**src/rtl/isa_pkg.sv**
```systemverilog
// Shared ASIP instruction-set definitions: opcodes, field positions and widths.
// The instruction decoder imports the same package so both sides agree on the layout.
package isa_pkg;

  localparam int ARQ     = 16;
  localparam int OP_MSB  = 15;
  localparam int OP_W    = 3;
  localparam int RD_LSB  = 10;
  localparam int RS1_LSB = 7;
  localparam int RS2_LSB = 4;
  localparam int REG_W   = 3;
  localparam int IMM_W   = 10;
  localparam int JADDR_W = 13;

  typedef enum logic [OP_W-1:0] {
    OP_SET   = 3'd0,
    OP_LDPX  = 3'd1,
    OP_MODEX = 3'd2,
    OP_STPX  = 3'd3,
    OP_CMPEQ = 3'd4,
    OP_JEQ   = 3'd5,
    OP_J     = 3'd6,
    OP_ADD   = 3'd7
  } op_t;

  typedef enum logic [1:0] {
    ST_IDLE = 2'd0,
    ST_LOAD = 2'd1,
    ST_DONE = 2'd2
  } ld_state_t;

endpackage

```
**src/rtl/instr_encoder_loader_if.sv**
```systemverilog
// Host-side field stream plus instruction-memory write port of the loader.
// Handshake: a field set transfers on a rising clk edge where in_valid and in_ready are both 1.
interface instr_encoder_loader_if #(
  parameter int ADDR_W = 13,
  parameter int ARQ    = 16
);
  logic              start;
  logic [ADDR_W-1:0] base_addr;
  logic              in_valid;
  logic              in_ready;
  logic [2:0]        in_op;
  logic [2:0]        in_rd;
  logic [2:0]        in_rs1;
  logic [2:0]        in_rs2;
  logic [9:0]        in_imm;
  logic [ADDR_W-1:0] in_addr;
  logic              in_last;
  logic              mem_we;
  logic [ADDR_W-1:0] mem_addr;
  logic [ARQ-1:0]    mem_wdata;
  logic              done;
  logic              err;
  logic [ADDR_W:0]   count;

  modport master (
    output start, base_addr, in_valid, in_op, in_rd, in_rs1, in_rs2, in_imm, in_addr, in_last,
    input  in_ready, mem_we, mem_addr, mem_wdata, done, err, count
  );

  modport slave (
    input  start, base_addr, in_valid, in_op, in_rd, in_rs1, in_rs2, in_imm, in_addr, in_last,
    output in_ready, mem_we, mem_addr, mem_wdata, done, err, count
  );
endinterface

```
**src/rtl/instr_encoder_loader_encode.sv**
```systemverilog
// Combinational field-to-word encoder; the exact inverse of the decoder's field extraction.
// Fields an opcode does not use never reach the word, so unused bits stay 0.
module instr_encode
  import isa_pkg::*;
(
  input  op_t                i_op,
  input  logic [REG_W-1:0]   i_rd,
  input  logic [REG_W-1:0]   i_rs1,
  input  logic [REG_W-1:0]   i_rs2,
  input  logic [IMM_W-1:0]   i_imm,
  input  logic [JADDR_W-1:0] i_addr,
  output logic [ARQ-1:0]     o_word
);

  always_comb begin
    o_word = '0;
    o_word[OP_MSB -: OP_W] = i_op;
    unique case (i_op)
      OP_SET, OP_ADD: begin
        o_word[RD_LSB +: REG_W] = i_rd;
        o_word[0 +: IMM_W]      = i_imm;
      end
      OP_LDPX, OP_STPX: begin
        o_word[RD_LSB +: REG_W]  = i_rd;
        o_word[RS1_LSB +: REG_W] = i_rs1;
      end
      OP_MODEX: begin
        o_word[RD_LSB +: REG_W]  = i_rd;
        o_word[RS1_LSB +: REG_W] = i_rs1;
        o_word[RS2_LSB +: REG_W] = i_rs2;
      end
      OP_CMPEQ: begin
        o_word[RS1_LSB +: REG_W] = i_rs1;
        o_word[RS2_LSB +: REG_W] = i_rs2;
      end
      OP_JEQ, OP_J: begin
        o_word[0 +: JADDR_W] = i_addr;
      end
      default: ;
    endcase
  end

endmodule

```
**src/rtl/instr_encoder_loader.sv**
```systemverilog
// Program loader: encodes instruction fields and writes them to consecutive
// instruction-memory addresses during boot, stopping on in_last or address overflow.
module instr_encoder_loader #(
  parameter int ARQ    = 16,
  parameter int ADDR_W = 13
) (
  input  logic                clk,
  input  logic                rst,
  instr_encoder_loader_if.slave bus,
  output isa_pkg::ld_state_t  o_state
);
  import isa_pkg::*;

  ld_state_t         r_state;
  ld_state_t         w_next_state;
  logic [ADDR_W-1:0] r_ptr;
  logic [ADDR_W:0]   r_count;
  logic              r_ready;
  logic              r_we;
  logic [ADDR_W-1:0] r_addr;
  logic [ARQ-1:0]    r_wdata;
  logic              r_done;
  logic              r_err;

  logic              w_hs;
  logic              w_at_end;
  logic              w_ovf;
  logic [ARQ-1:0]    w_word;

  assign w_hs     = r_ready & bus.in_valid;
  assign w_at_end = (r_ptr == {ADDR_W{1'b1}});
  // The top address is still written; only a non-final word landing there is an overflow.
  assign w_ovf    = w_hs & ~bus.in_last & w_at_end;

  instr_encode u_encode (
    .i_op   (op_t'(bus.in_op)),
    .i_rd   (bus.in_rd),
    .i_rs1  (bus.in_rs1),
    .i_rs2  (bus.in_rs2),
    .i_imm  (bus.in_imm),
    .i_addr (bus.in_addr),
    .o_word (w_word)
  );

  always_comb begin
    w_next_state = r_state;
    unique case (r_state)
      ST_IDLE: if (bus.start) w_next_state = ST_LOAD;
      ST_LOAD: if (w_hs && (bus.in_last || w_at_end)) w_next_state = ST_DONE;
      ST_DONE: w_next_state = ST_IDLE;
      default: w_next_state = ST_IDLE;
    endcase
  end

  always_ff @(posedge clk) begin
    if (rst) r_state <= ST_IDLE;
    else     r_state <= w_next_state;
  end

  // in_ready and done are derived from the next state so they line up with it.
  always_ff @(posedge clk) begin
    if (rst) begin
      r_ptr   <= '0;
      r_count <= '0;
      r_ready <= 1'b0;
      r_we    <= 1'b0;
      r_addr  <= '0;
      r_wdata <= '0;
      r_done  <= 1'b0;
      r_err   <= 1'b0;
    end else begin
      r_ready <= (w_next_state == ST_LOAD);
      r_done  <= (w_next_state == ST_DONE);
      r_we    <= w_hs;
      if (r_state == ST_IDLE && bus.start) begin
        r_ptr   <= bus.base_addr;
        r_count <= '0;
        r_err   <= 1'b0;
      end
      if (w_hs) begin
        r_addr  <= r_ptr;
        r_wdata <= w_word;
        r_count <= r_count + (ADDR_W+1)'(1);
        if (!w_at_end) r_ptr <= r_ptr + ADDR_W'(1);
        if (w_ovf)     r_err <= 1'b1;
      end
    end
  end

  assign bus.in_ready  = r_ready;
  assign bus.mem_we    = r_we;
  assign bus.mem_addr  = r_addr;
  assign bus.mem_wdata = r_wdata;
  assign bus.done      = r_done;
  assign bus.err       = r_err;
  assign bus.count     = r_count;
  assign o_state       = r_state;

endmodule

```
**src/flat_wrapper.sv**
```systemverilog
// flat-port wrapper written by rule: the top's interface ports become plain ports
module instr_encoder_loader_flat import isa_pkg::*;
#(
  parameter int ARQ    = 16,
  parameter int ADDR_W = 13
)
  (clk, rst, o_state, bus_start, bus_base_addr, bus_in_valid, bus_in_op, bus_in_rd, bus_in_rs1, bus_in_rs2, bus_in_imm, bus_in_addr, bus_in_last, bus_in_ready, bus_mem_we, bus_mem_addr, bus_mem_wdata, bus_done, bus_err, bus_count);
  instr_encoder_loader_if #(.ADDR_W(ADDR_W), .ARQ(ARQ)) bus_i ();
  input  logic clk;
  input  logic rst;
  output isa_pkg::ld_state_t o_state;
  input wire logic [$bits(bus_i.start)-1:0] bus_start;
  input wire logic [$bits(bus_i.base_addr)-1:0] bus_base_addr;
  input wire logic [$bits(bus_i.in_valid)-1:0] bus_in_valid;
  input wire logic [$bits(bus_i.in_op)-1:0] bus_in_op;
  input wire logic [$bits(bus_i.in_rd)-1:0] bus_in_rd;
  input wire logic [$bits(bus_i.in_rs1)-1:0] bus_in_rs1;
  input wire logic [$bits(bus_i.in_rs2)-1:0] bus_in_rs2;
  input wire logic [$bits(bus_i.in_imm)-1:0] bus_in_imm;
  input wire logic [$bits(bus_i.in_addr)-1:0] bus_in_addr;
  input wire logic [$bits(bus_i.in_last)-1:0] bus_in_last;
  output wire logic [$bits(bus_i.in_ready)-1:0] bus_in_ready;
  output wire logic [$bits(bus_i.mem_we)-1:0] bus_mem_we;
  output wire logic [$bits(bus_i.mem_addr)-1:0] bus_mem_addr;
  output wire logic [$bits(bus_i.mem_wdata)-1:0] bus_mem_wdata;
  output wire logic [$bits(bus_i.done)-1:0] bus_done;
  output wire logic [$bits(bus_i.err)-1:0] bus_err;
  output wire logic [$bits(bus_i.count)-1:0] bus_count;
  assign bus_i.start = bus_start;
  assign bus_i.base_addr = bus_base_addr;
  assign bus_i.in_valid = bus_in_valid;
  assign bus_i.in_op = bus_in_op;
  assign bus_i.in_rd = bus_in_rd;
  assign bus_i.in_rs1 = bus_in_rs1;
  assign bus_i.in_rs2 = bus_in_rs2;
  assign bus_i.in_imm = bus_in_imm;
  assign bus_i.in_addr = bus_in_addr;
  assign bus_i.in_last = bus_in_last;
  assign bus_in_ready = bus_i.in_ready;
  assign bus_mem_we = bus_i.mem_we;
  assign bus_mem_addr = bus_i.mem_addr;
  assign bus_mem_wdata = bus_i.mem_wdata;
  assign bus_done = bus_i.done;
  assign bus_err = bus_i.err;
  assign bus_count = bus_i.count;
  instr_encoder_loader #(.ARQ(ARQ), .ADDR_W(ADDR_W)) u_core (.clk(clk), .rst(rst), .bus(bus_i), .o_state(o_state));
endmodule
```
**config.mk**
```make
export PLATFORM = sky130hd
export DESIGN_NAME = instr_encoder_loader_flat
export DESIGN_NICKNAME = d
export VERILOG_FILES = /design/src/rtl/isa_pkg.sv /design/src/rtl/instr_encoder_loader_if.sv /design/src/rtl/instr_encoder_loader_encode.sv /design/src/rtl/instr_encoder_loader.sv /design/src/flat_wrapper.sv
export SDC_FILE = /design/constraint.sdc
export NUM_CORES = 1
export LEC_CHECK = 0
export ABC_AREA = 1
export CELL_PAD_IN_SITES_DETAIL_PLACEMENT = 1
export CELL_PAD_IN_SITES_GLOBAL_PLACEMENT = 1
export CORE_ASPECT_RATIO = 0.5
export CORE_MARGIN = 5
export CORE_UTILIZATION = 35
export DETAILED_ROUTE_END_ITERATION = 10
export DONT_BUFFER_PORTS = 1
export PLACE_DENSITY_LB_ADDON = 0.1
export SLEW_MARGIN = 20
export SYNTH_ARGS = -nofsm -noshare
export SYNTH_HDL_FRONTEND = slang
export SYNTH_SLANG_ARGS = --single-unit
export TNS_END_PERCENT = 30
```
**constraint.sdc**
```tcl
create_clock -name clk -period 2.4 [get_ports clk]
set_input_delay 0.6 -clock clk [delete_from_list [all_inputs] [get_ports clk]]
set_output_delay 0.6 -clock clk [all_outputs]
set_load 0.01 [all_outputs]
```
==> summary.md <==
| Metric | Value |
|---|---|
| Largest net degree at the start of global routing | 52 |
| First-pass GRT wire length | 15.1 mm |
| Comb power frac | 9.5% |
| Hold WS | 0.338 ns |
| Post-cts resize count | 0 |
| Crit path cell chain | ha_1, nand3_4, nor3_4, nand2_2, nand2_4, o21ai_0, nand2_1, nor2_1 |
| Adder-Cell Fraction of Synth Area | 0.830% |
| Post-Syn Instances | 430 |
| Initial antenna violation count | 0 |
| Share of cells above drive strength 1 | 8.33% |
| Pwr Density | 827 mW/mm^2 |
| Number of flops mapped to enable cells by yosys | 0 |
| Final Cell Area | 0.00341 mm^2 |
| # nets final | 482 |
| Switching share of power | 25.1% |
| Chip width | 141 um |
| Top sig layer | met4 |
| PortBufs | 0 |
| Initial drt markers | 81 |
| Leak | 1.40 nW |
| Commonest non-fill, non-tap cell in the layout | nand2_1 |
| Crit-path max FO | 19 |
| DR vias | 2841 |
| Drc violations | 0 |
| Area Overhead vs Synth | 13.1% |
| CTS root buf | clkbuf_16 |
| Worst r2r dst | u_core.r_ptr[8] |
| Int Pwr | 2.11 mW |
| TritonCTS clock tree | built |
| Vias in the first global route | 2902 |
| Share of synthesized registers carrying an async set or reset | 0% |
| Vias per cell | roughly 5.2 |
| Yosys warns | 0 |
| Slew headroom | 63.5% |
| Total negative slack | 0 ns |
| Hold Crit Depth | 1 |
| Worst Setup Slack, final | 0.758 ns |
| WL final | 9.22 mm |
| Grt ovf | 0 |
| VDD IR max | slightly above 300 uV |
| Max-cap viol count | 0 |
| Data required time of the critical path | 2.62 ns |
| Synth Area in Compound Gates | roughly a fifth |
| Worst flop-to-flop path startpoint | u_core.r_ptr[0] |
| DRT antenna net count | 0 |
| Ys flop type | dfxtp_1 |
| Setup violators final | 0 |
| Crit path DAT | 1.86 ns |
| Flop and latch count out of synthesis | 62 |
| H-tree levels | 3 |
| Mux share of post-synthesis cell area | 0% |
| Dpl hpwl | 6.87 mm |
| Unique cell type count in the Yosys netlist | 33 |
| Die ar. | 0.0107 mm^2 |
| Sw power | ~0.71 mW |
| Placed cell area | 0.00309 mm^2 |
| Worst hold path type | input port to flop |
| All-Layer GR Usage | 18.1% |
| Final Cycle Share | 68.4% |
| Routed length on met1 | 4.38 mm |
| Crit end category | flop |
| Fmax | 609 MHz |
| Syn nets | approximately 490 |
| Clk pwr share | 49.3% |
| Height of the die | 75.6 um |
| Largest family of logic cells by synthesized area | simple AND/OR/NAND/NOR gates |
| Clock latency on the worst-skew pair | between 0.3 and 0.4 ns |
| CTS buffer count | 9 |
| RSZ-0062 raised after global routing | no |
| Xor-xnor portion of the synthesized cell area | 2.62% |
| Synthesized area per cell | about 7.0 um^2 |
| Clock Tree Buf Depth | 2 |
| Setup Fix Bufs, Post-CTS | 0 |
| Met3 WL | 681 um |
| Period minus WS final | 1.64 ns |
| Final Hold Vio Count | 0 |
| Slowest stage cell, crit path | dfxtp_1 |
| Post-synthesis sequential area ratio | 41.2% |
| Startpoint Class | flop |
| Sequential power share | 41.2% |
| Most frequent cells in the layout | nand2_1, dfxtp_1, nor2_1, o21ai_0, a21oi_1 |
| I/O pin cnt | about 100 |
| Critical path's largest stage delay | 0.39 ns |
| Slew at the pin closest to its max-slew limit | 0.547 ns |
| Layout Skew | 0.00375 ns |
| Initial core utilization | a little under two fifths |
| Count of final max-slew check failures | 0 |
| Dpl ws | 0.680 ns |
| Outcome | complete, no violations |
| Site Rows | 23 |
| Hold endpoint | u_core.bus.count[4] |
| Hold Buf Count CTS | 0 |
| # diodes | 0 |
| Clock Sinks | 62 |
| WL/cell | 16.9 um |
| Core area | between 0.008 and 0.009 mm^2 |
| Gpl congestion | 0.845 |
| Min-Delay Startpoint | rst |
| R2r setup slk | 0.76 ns |
| Pre-antenna DRT Iters | 4 |
| Post-synthesis simple-gate area fraction | 28.6% |
| Register-to-Register Path Depth | 8 |
| DR WL met2 | roughly 4.0 mm |
| Syn Std Cell Area | 0.00301 mm^2 |
| Clk slew on worst S/H paths | 0.05 ns |
| CP Class | flop to flop |
## power by group through the flow
stage	clock, mW	sequential [mW]	combinational, mW
floorplan	0	1.16	0.217
global placement	0	1.18	0.256
detailed placement	0	1.19	0.268
CTS	1.42	1.16	0.271
global route	1.47	1.17	0.309
finish	1.39	1.16	0.267
## worst max-delay path: cells and delay by family, from the launching register on
kind,cells,cell delay [ns]
compound gates,1,0.13
fa+ha+maj,1,0.28
flops,1,0.39
simple gates,6,0.74
## how the worst max path moves through the flow
stage | from | slack, ns | cells after the start | endpoint
after floorplan | rst | 0.92 | 6 | u_core.r_ptr[11]
after global placement | bus_in_valid | 0.74 | 5 | u_core.r_ptr[9]
after CTS | u_core.r_ptr[0] | 0.73 | 8 | u_core.r_ptr[8]
final | u_core.r_ptr[0] | 0.76 | 8 | u_core.r_ptr[8]
after global routing | u_core.r_ptr[0] | 0.60 | 8 | u_core.r_ptr[8]
after detailed placement | bus_start | 0.68 | 6 | u_core.bus.count[7]
## layout make-up
class / instances / area [um^2]
Fill cell: 1029 / 4790
Multi-Input combinational cell: 311 / 1530
Tap cell: 112 / 140
Clock inverter: 4 / 70.1
Sequential cell: 62 / 1240
Inverter: 38 / 145
Clock buffer: 12 / 246
Timing Repair Buffer: 5 / 37.5
## synth_stat cells, types with 2 or more instances
cell type	instances	share of area, %
nor3_4	2	1.1
a21oi_1	42	7.0
o21ai_0	42	7.0
a31oi_1	3	0.62
a211oi_1	3	0.75
nand3_1	27	4.5
dfxtp_1	62	41
inv_1	36	4.5
buf_2	9	1.5
o211ai_1	4	1.0
ha_1	2	0.83
o21ai_2	2	0.58
nand2_2	3	0.62
nor3b_1	2	0.50
xor2_1	9	2.6
nor3_1	4	0.66
nor2_2	4	0.83
nand2_1	96	12
nand4_1	5	1.0
clkbuf_1	9	1.1
nor2_1	52	6.5
## state kept, by name (all words and copies together), names as in the netlist
signal / count
u_core.bus.mem_wdata: 16
u_core.bus.count: 14
u_core.bus.mem_addr: 13
u_core.r_ptr: 13
u_core.o_state: 2
u_core.bus.done: 1
u_core.bus.err: 1
u_core.bus.in_ready: 1
u_core.bus.mem_we: 1
## logic make-up (layout without fill, tap and decap cells)
family	after synthesis	count (layout)
AND/OR/NAND/NOR	197	197
flip-flops	62	62
XOR/XNOR	9	9
AO/OA/AOI/OAI	103	103
adder cells (fa/ha/maj)	2	2
buffers and inverters	57	59
## per-layer routing
metal / vias up / global-route usage (%)
li1: 1412 / -
met1: 1347 / 22.7
met2: 71 / 29.0
met3: 11 / 7.59
met4: 0 / 4.94
met5: - / 0
## through the flow
step / power [mW] / utilization [%] / instances
3_5_place_dp: 1.45 / 37.7 / 528
2_1_floorplan: 1.38 / - / 430
4_1_cts: 2.85 / 41.6 / 544
5_1_grt: 2.95 / 41.6 / 544
3_3_place_gp: 1.44 / 37.7 / 528
6_report: 2.82 / 41.6 / 544
(Power assumes the default switching activity.)
